`src/rtl/seq_divider_pkg.sv`:
```
// Shared definitions for the sequential restoring divider: controller
// state encodings and the iteration counter sizing helper.
package seq_divider_pkg;

  // Controller states; the unused encoding 2'd3 is treated as IDLE.
  typedef enum logic [1:0] {
    IDLE = 2'd0,
    RUN  = 2'd1,
    DONE = 2'd2
  } divState_e;

  // Iteration counter width: wide enough to hold WIDTH itself.
  function automatic int cntWidth(input int width);
    return $clog2(width) + 1;
  endfunction

endpackage

```
`src/rtl/seq_divider_div_sub_stage.sv`:
```
// Trial subtract stage of the restoring divider: a WIDTH+1-bit ripple
// chain of full-adder cells computing minuend + ~subtrahend + 1.
// Only the low WIDTH difference bits are handed back. The carry out of
// the top cell is the "no borrow" flag, so nonNeg_o=1 means minuend >= subtrahend.
module div_sub_stage #(
  parameter int WIDTH = 4
) (
  input  logic [WIDTH:0]   minuend_i,
  input  logic [WIDTH:0]   subtrahend_i,
  output logic [WIDTH-1:0] diff_o,
  output logic             nonNeg_o
);

  logic carry;
  logic subBit;

  // Ripple the full-adder cells from LSB upward with carry-in of one.
  always_comb begin
    diff_o   = '0;
    carry    = 1'b1;
    subBit   = 1'b0;
    for (int i = 0; i < WIDTH; i++) begin
      subBit    = ~subtrahend_i[i];
      diff_o[i] = minuend_i[i] ^ subBit ^ carry;
      carry     = (minuend_i[i] & subBit) | (minuend_i[i] & carry) | (subBit & carry);
    end
    subBit   = ~subtrahend_i[WIDTH];
    nonNeg_o = (minuend_i[WIDTH] & subBit) | (minuend_i[WIDTH] & carry) | (subBit & carry);
  end

endmodule

```
`src/rtl/seq_divider.sv`:
```
// Unsigned sequential restoring divider. One trial subtract per clock
// over WIDTH iterations, with a start/busy/done handshake. Divide by
// zero short-circuits straight to DONE with quotient all ones.
module seq_divider
  import seq_divider_pkg::*;
#(
  parameter int WIDTH = 4
) (
  input  logic             clk,
  input  logic             rst,
  input  logic             start_i,
  input  logic [WIDTH-1:0] dividend_i,
  input  logic [WIDTH-1:0] divisor_i,
  output logic             busy_o,
  output logic             done_o,
  output logic [WIDTH-1:0] quotient_o,
  output logic [WIDTH-1:0] remainder_o,
  output logic             dz_o
);

  localparam int CntW = cntWidth(WIDTH);

  divState_e       state_q, state_d;
  logic [WIDTH-1:0] quotient_q, quotient_d;
  logic [WIDTH-1:0] remainder_q, remainder_d;
  logic [WIDTH-1:0] divisor_q, divisor_d;
  logic [CntW-1:0]  count_q, count_d;
  logic             dz_q, dz_d;

  logic [WIDTH:0]   trialMinuend;
  logic [WIDTH:0]   trialSubtrahend;
  logic [WIDTH-1:0] trialDiff;
  logic             trialNonNeg;
  logic [WIDTH-1:0] shiftedRem;

  // The quotient register doubles as the dividend shifter: its MSB is
  // the next bit pulled down into the partial remainder.
  assign shiftedRem      = {remainder_q[WIDTH-2:0], quotient_q[WIDTH-1]};
  assign trialMinuend    = {remainder_q, quotient_q[WIDTH-1]};
  assign trialSubtrahend = {1'b0, divisor_q};

  div_sub_stage #(
    .WIDTH(WIDTH)
  ) uSubStage (
    .minuend_i   (trialMinuend),
    .subtrahend_i(trialSubtrahend),
    .diff_o      (trialDiff),
    .nonNeg_o    (trialNonNeg)
  );

  // State and datapath registers; reset discards any in-flight operation.
  always_ff @(posedge clk) begin
    if (rst) begin
      state_q     <= IDLE;
      quotient_q  <= '0;
      remainder_q <= '0;
      divisor_q   <= '0;
      count_q     <= '0;
      dz_q        <= 1'b0;
    end else begin
      state_q     <= state_d;
      quotient_q  <= quotient_d;
      remainder_q <= remainder_d;
      divisor_q   <= divisor_d;
      count_q     <= count_d;
      dz_q        <= dz_d;
    end
  end

  // Next-state and datapath update: iterate in RUN, accept new work in IDLE/DONE.
  always_comb begin
    state_d     = state_q;
    quotient_d  = quotient_q;
    remainder_d = remainder_q;
    divisor_d   = divisor_q;
    count_d     = count_q;
    dz_d        = dz_q;
    case (state_q)
      RUN: begin
        remainder_d = trialNonNeg ? trialDiff : shiftedRem;
        quotient_d  = {quotient_q[WIDTH-2:0], trialNonNeg};
        count_d     = count_q + CntW'(1);
        if (count_q == CntW'(WIDTH - 1)) begin
          state_d = DONE;
        end
      end
      default: begin
        if (start_i) begin
          count_d = '0;
          if (divisor_i != '0) begin
            divisor_d   = divisor_i;
            quotient_d  = dividend_i;
            remainder_d = '0;
            dz_d        = 1'b0;
            state_d     = RUN;
          end else begin
            quotient_d  = '1;
            remainder_d = dividend_i;
            dz_d        = 1'b1;
            state_d     = DONE;
          end
        end else begin
          state_d = IDLE;
        end
      end
    endcase
  end

  assign busy_o      = (state_q == RUN);
  assign done_o      = (state_q == DONE);
  assign quotient_o  = quotient_q;
  assign remainder_o = remainder_q;
  assign dz_o        = dz_q;

endmodule
```
`config.mk`:
```
export PLATFORM = sky130hd
export DESIGN_NAME = seq_divider
export DESIGN_NICKNAME = d
export VERILOG_FILES = /design/src/rtl/seq_divider_pkg.sv /design/src/rtl/seq_divider_div_sub_stage.sv /design/src/rtl/seq_divider.sv
export SDC_FILE = /design/constraint.sdc
export NUM_CORES = 1
export LEC_CHECK = 0
export ABC_AREA = 1
export CAP_MARGIN = 0
export CORE_AREA = 2 2 51 53
export DETAILED_ROUTE_END_ITERATION = 16
export DIE_AREA = 0 0 53 55
export GPL_ROUTABILITY_DRIVEN = 1
export HOLD_SLACK_MARGIN = 0.08
export PLACE_DENSITY = 0.7
export SETUP_SLACK_MARGIN = 0.15
export SYNTH_ARGS = -nofsm -noshare
export SYNTH_HDL_FRONTEND = slang
export SYNTH_SLANG_ARGS = --single-unit
```
`constraint.sdc`:
```
create_clock -name clk -period 2.83 [get_ports clk]
set_input_delay 0.566 -clock clk [delete_from_list [all_inputs] [get_ports clk]]
set_output_delay 0.566 -clock clk [all_outputs]
set_load 0.02 [all_outputs]
```
==> impl_metrics.py <==
metrics = {
    "sta": {
        "maxSlewHeadroom_pct": 76.5,
        "rsz0062_at_grt": "false",
        "min_period_ns": 2.32,
        "setup_viol": 0,
        "clock.fmax_ghz": 0.432,
        "drv_slew": 0,
        "finalCritPeriodShare_pct": 81.8,
        "finClkSkew_ns": 0.00176,
        "layout_setup_ws_ns": 0.515,
        "tightest_slew_ns": 0.352,
        "hold_viol_final": 0,
        "tns_ns": 0,
    },
    "setup_path": {
        "worstPathArrival_ns": 2.51,
        "start_kind": "register",
        "reg2regPathDepth": 13,
        "required_ns": 3.02,
        "crit_path_end_kind": "register",
        "critPathMaxFanout": 5,
        "critPathKind": "register to register",
    },
    "yosys": {
        "ys_ff_latch": 18,
        "syn_area_per_cell_um2": 7.05,
        "syn_nets": 164,
        "yosysTopAreaCell": "dfxtp_1",
        "yosysTopAreaCellShare_pct": 34.8,
        "synth_cell_types": 22,
        "netlist_instances": 147,
        "yosysWarnings": 0,
        "seq_area_frac_synth_pct": 34.8,
        "netlist_top_cells_area": "dfxtp_1 (35%), nand2_1 (13%), inv_1 (9.8%)",
        "synth_area_mm2": 0.00104,
    },
    "floorplan": {
        "io_pins": 22,
        "fp.dieArea_mm2": 0.00292,
        "rows": 18,
        "start_util_pct": 43.8,
        "core_mm2": 0.00236,
        "die_w_um": 53,
        "die_y_um": 55,
    },
    "route": {
        "antenna_left": 0,
        "vias": 955,
        "drt-initial-drc-count": 12,
        "route.detailed.drc": 0,
        "wl_per_cell_um": 10.9,
        "drtPass1Iterations": 4,
        "routed_wl_um": 2170,
        "viasPerCell": 4.80,
    },
    "power_and_ir_drop": {
        "total_power_w": 0.000610,
        "peakVddDrop_mv": 0.347,
        "p_per_area_mw_per_mm2": 472,
        "power_leakage_nw": 0.564,
    },
    "placed_design": {
        "hpwlAfterDp_um": 1720,
        "placedCellCount": 196,
        "place_congestion": 0.822,
        "port_buffers": 21,
        "dpl_worst_slack_ns": 0.527,
    },
    "clocking": {
        "cts.clk_slew.worst_paths_ns": 0.10,
        "cts_buffer_depth": 2,
        "cts_buffers": 3,
        "ctsHoldBuffers": 0,
        "root_buffer": "clkbuf_4",
        "cts_sinks": 18,
        "cts_setup_buffers": 0,
        "tritoncts": "yes",
        "clk-insertion-delay-late_ns": 0.29,
        "h-tree-depth": 1,
        "postCtsResizedCells": 0,
    },
    "layout": {
        "syn2layout_area_growth_pct": 24.6,
        "fill_cells": 245,
        "final_nets": 188,
        "layout.cells.non_filler": 199,
        "final_util_pct": 54.6,
        "final_layout_size_suffix_gt1_share_pct": 14.2,
        "antenna_cells": 0,
    },
    "run_status": {
        "status": "finished, final reports clean",
    },
    "grt": {
        "grt_first_pass_wirelength_um": 3860,
        "grt.overflow.total": 0,
        "grt_usage_pct": 18.4,
        "antenna_found_initial": 0,
        "grt_max_degree": 16,
        "grt_pass1_vias": 894,
    },
    "hold_path": {
        "hold_depth": 1,
        "hp-class": "register to register",
    },
    "flow_run": {
        "cap_viol_max_count": 0,
    },
}
## per-stage QoR
step / area [µm²] / hold slack, ns
floorplan: 1040 / 0.428
global placement: 1270 / 0.440
detailed placement: 1270 / 0.455
CTS: 1290 / 0.471
global route: 1290 / 0.505
finish: 1290 / 0.473
## routing by layer
layer | share of wire (%) | track usage, % | vias to the layer above
li1 | - | - | 491
met1 | 42 | 22.1 | 443
met2 | 53 | 33.8 | 16
met3 | 3.5 | 2.42 | 5
met4 | 1.3 | 6.41 | 0
met5 | 0 | 0 | -
## critical path, cell delays in order (launching register included)
cell	delay [ns]
dfxtp_1	0.34
inv_1	0.06
ha_1	0.21
fa_1	0.40
fa_1	0.37
inv_1	0.08
fa_1	0.21
inv_1	0.05
nand2_1	0.16
nand2_1	0.08
nand3_1	0.07
nand2_1	0.05
nor2_1	0.09
nor2_1	0.05
## sequential cells by signal, summed over array words and instances (netlist names)
register,flops
divisor_q,4
quotient_o,4
remainder_o,4
count_q,3
state_q,2
dz_o,1
## Yosys cell counts (all sizes together)
library cell / instances
ha: 3
clkbuf: 1
fa: 3
a21oi: 13
nand3: 9
o22ai: 1
dfxtp: 18
nand2: 44
or2: 1
buf: 2
o21ai: 6
inv: 29
nor2: 17
## power by group
part / internal (W) / total, W / switching [W]
Combinational: 0.0000806 / 0.000192 / 0.000112
Clock: 0.0000495 / 0.000129 / 0.0000793
Sequential: 0.000273 / 0.000288 / 0.0000157
Total: 0.000403 / 0.000610 / 0.000207
## worst paths after layout
path / slack, ns / end / startpoint
worst max-delay path: 0.51 / remainder_o[0] / quotient_o[3]
worst min-delay path: 0.47 / count_q[0] / count_q[0]
worst max register to register: 0.51 / remainder_o[0] / quotient_o[3]
worst min register to register: 0.47 / count_q[0] / count_q[0]
## final cells by class
class | count | area, µm² | area share (%)
clock buffer | 3 | 22.5 | 1.74
inverter | 29 | 109 | 8.43
multi-input combinational | 97 | 544 | 42.2
sequential | 18 | 360 | 27.9
tap | 30 | 37.5 | 2.91
timing repair buffer | 22 | 218 | 16.9
## cell usage in the layout, fill, tap and decap left out, drive strengths merged
cell type / n
a21oi: 13
buf: 1
clkbuf: 3
clkdlybuf4s50: 21
dfxtp: 18
fa: 3
ha: 3
inv: 29
nand2: 44
nand3: 9
nor2: 17
o21ai: 6
o22ai: 1
or2: 1
## cell families (layout without fill, tap and decap cells)
family	Yosys count	in the layout	synth area share [%]
and+or+nand+nor	71	71	31.2
AOI/OAI and AO/OA	20	20	12.0
adders and majority gates	6	6	9.42
buffers and inverters	32	54	12.7
DFF	18	18	34.8
(Power assumes the default switching activity.)
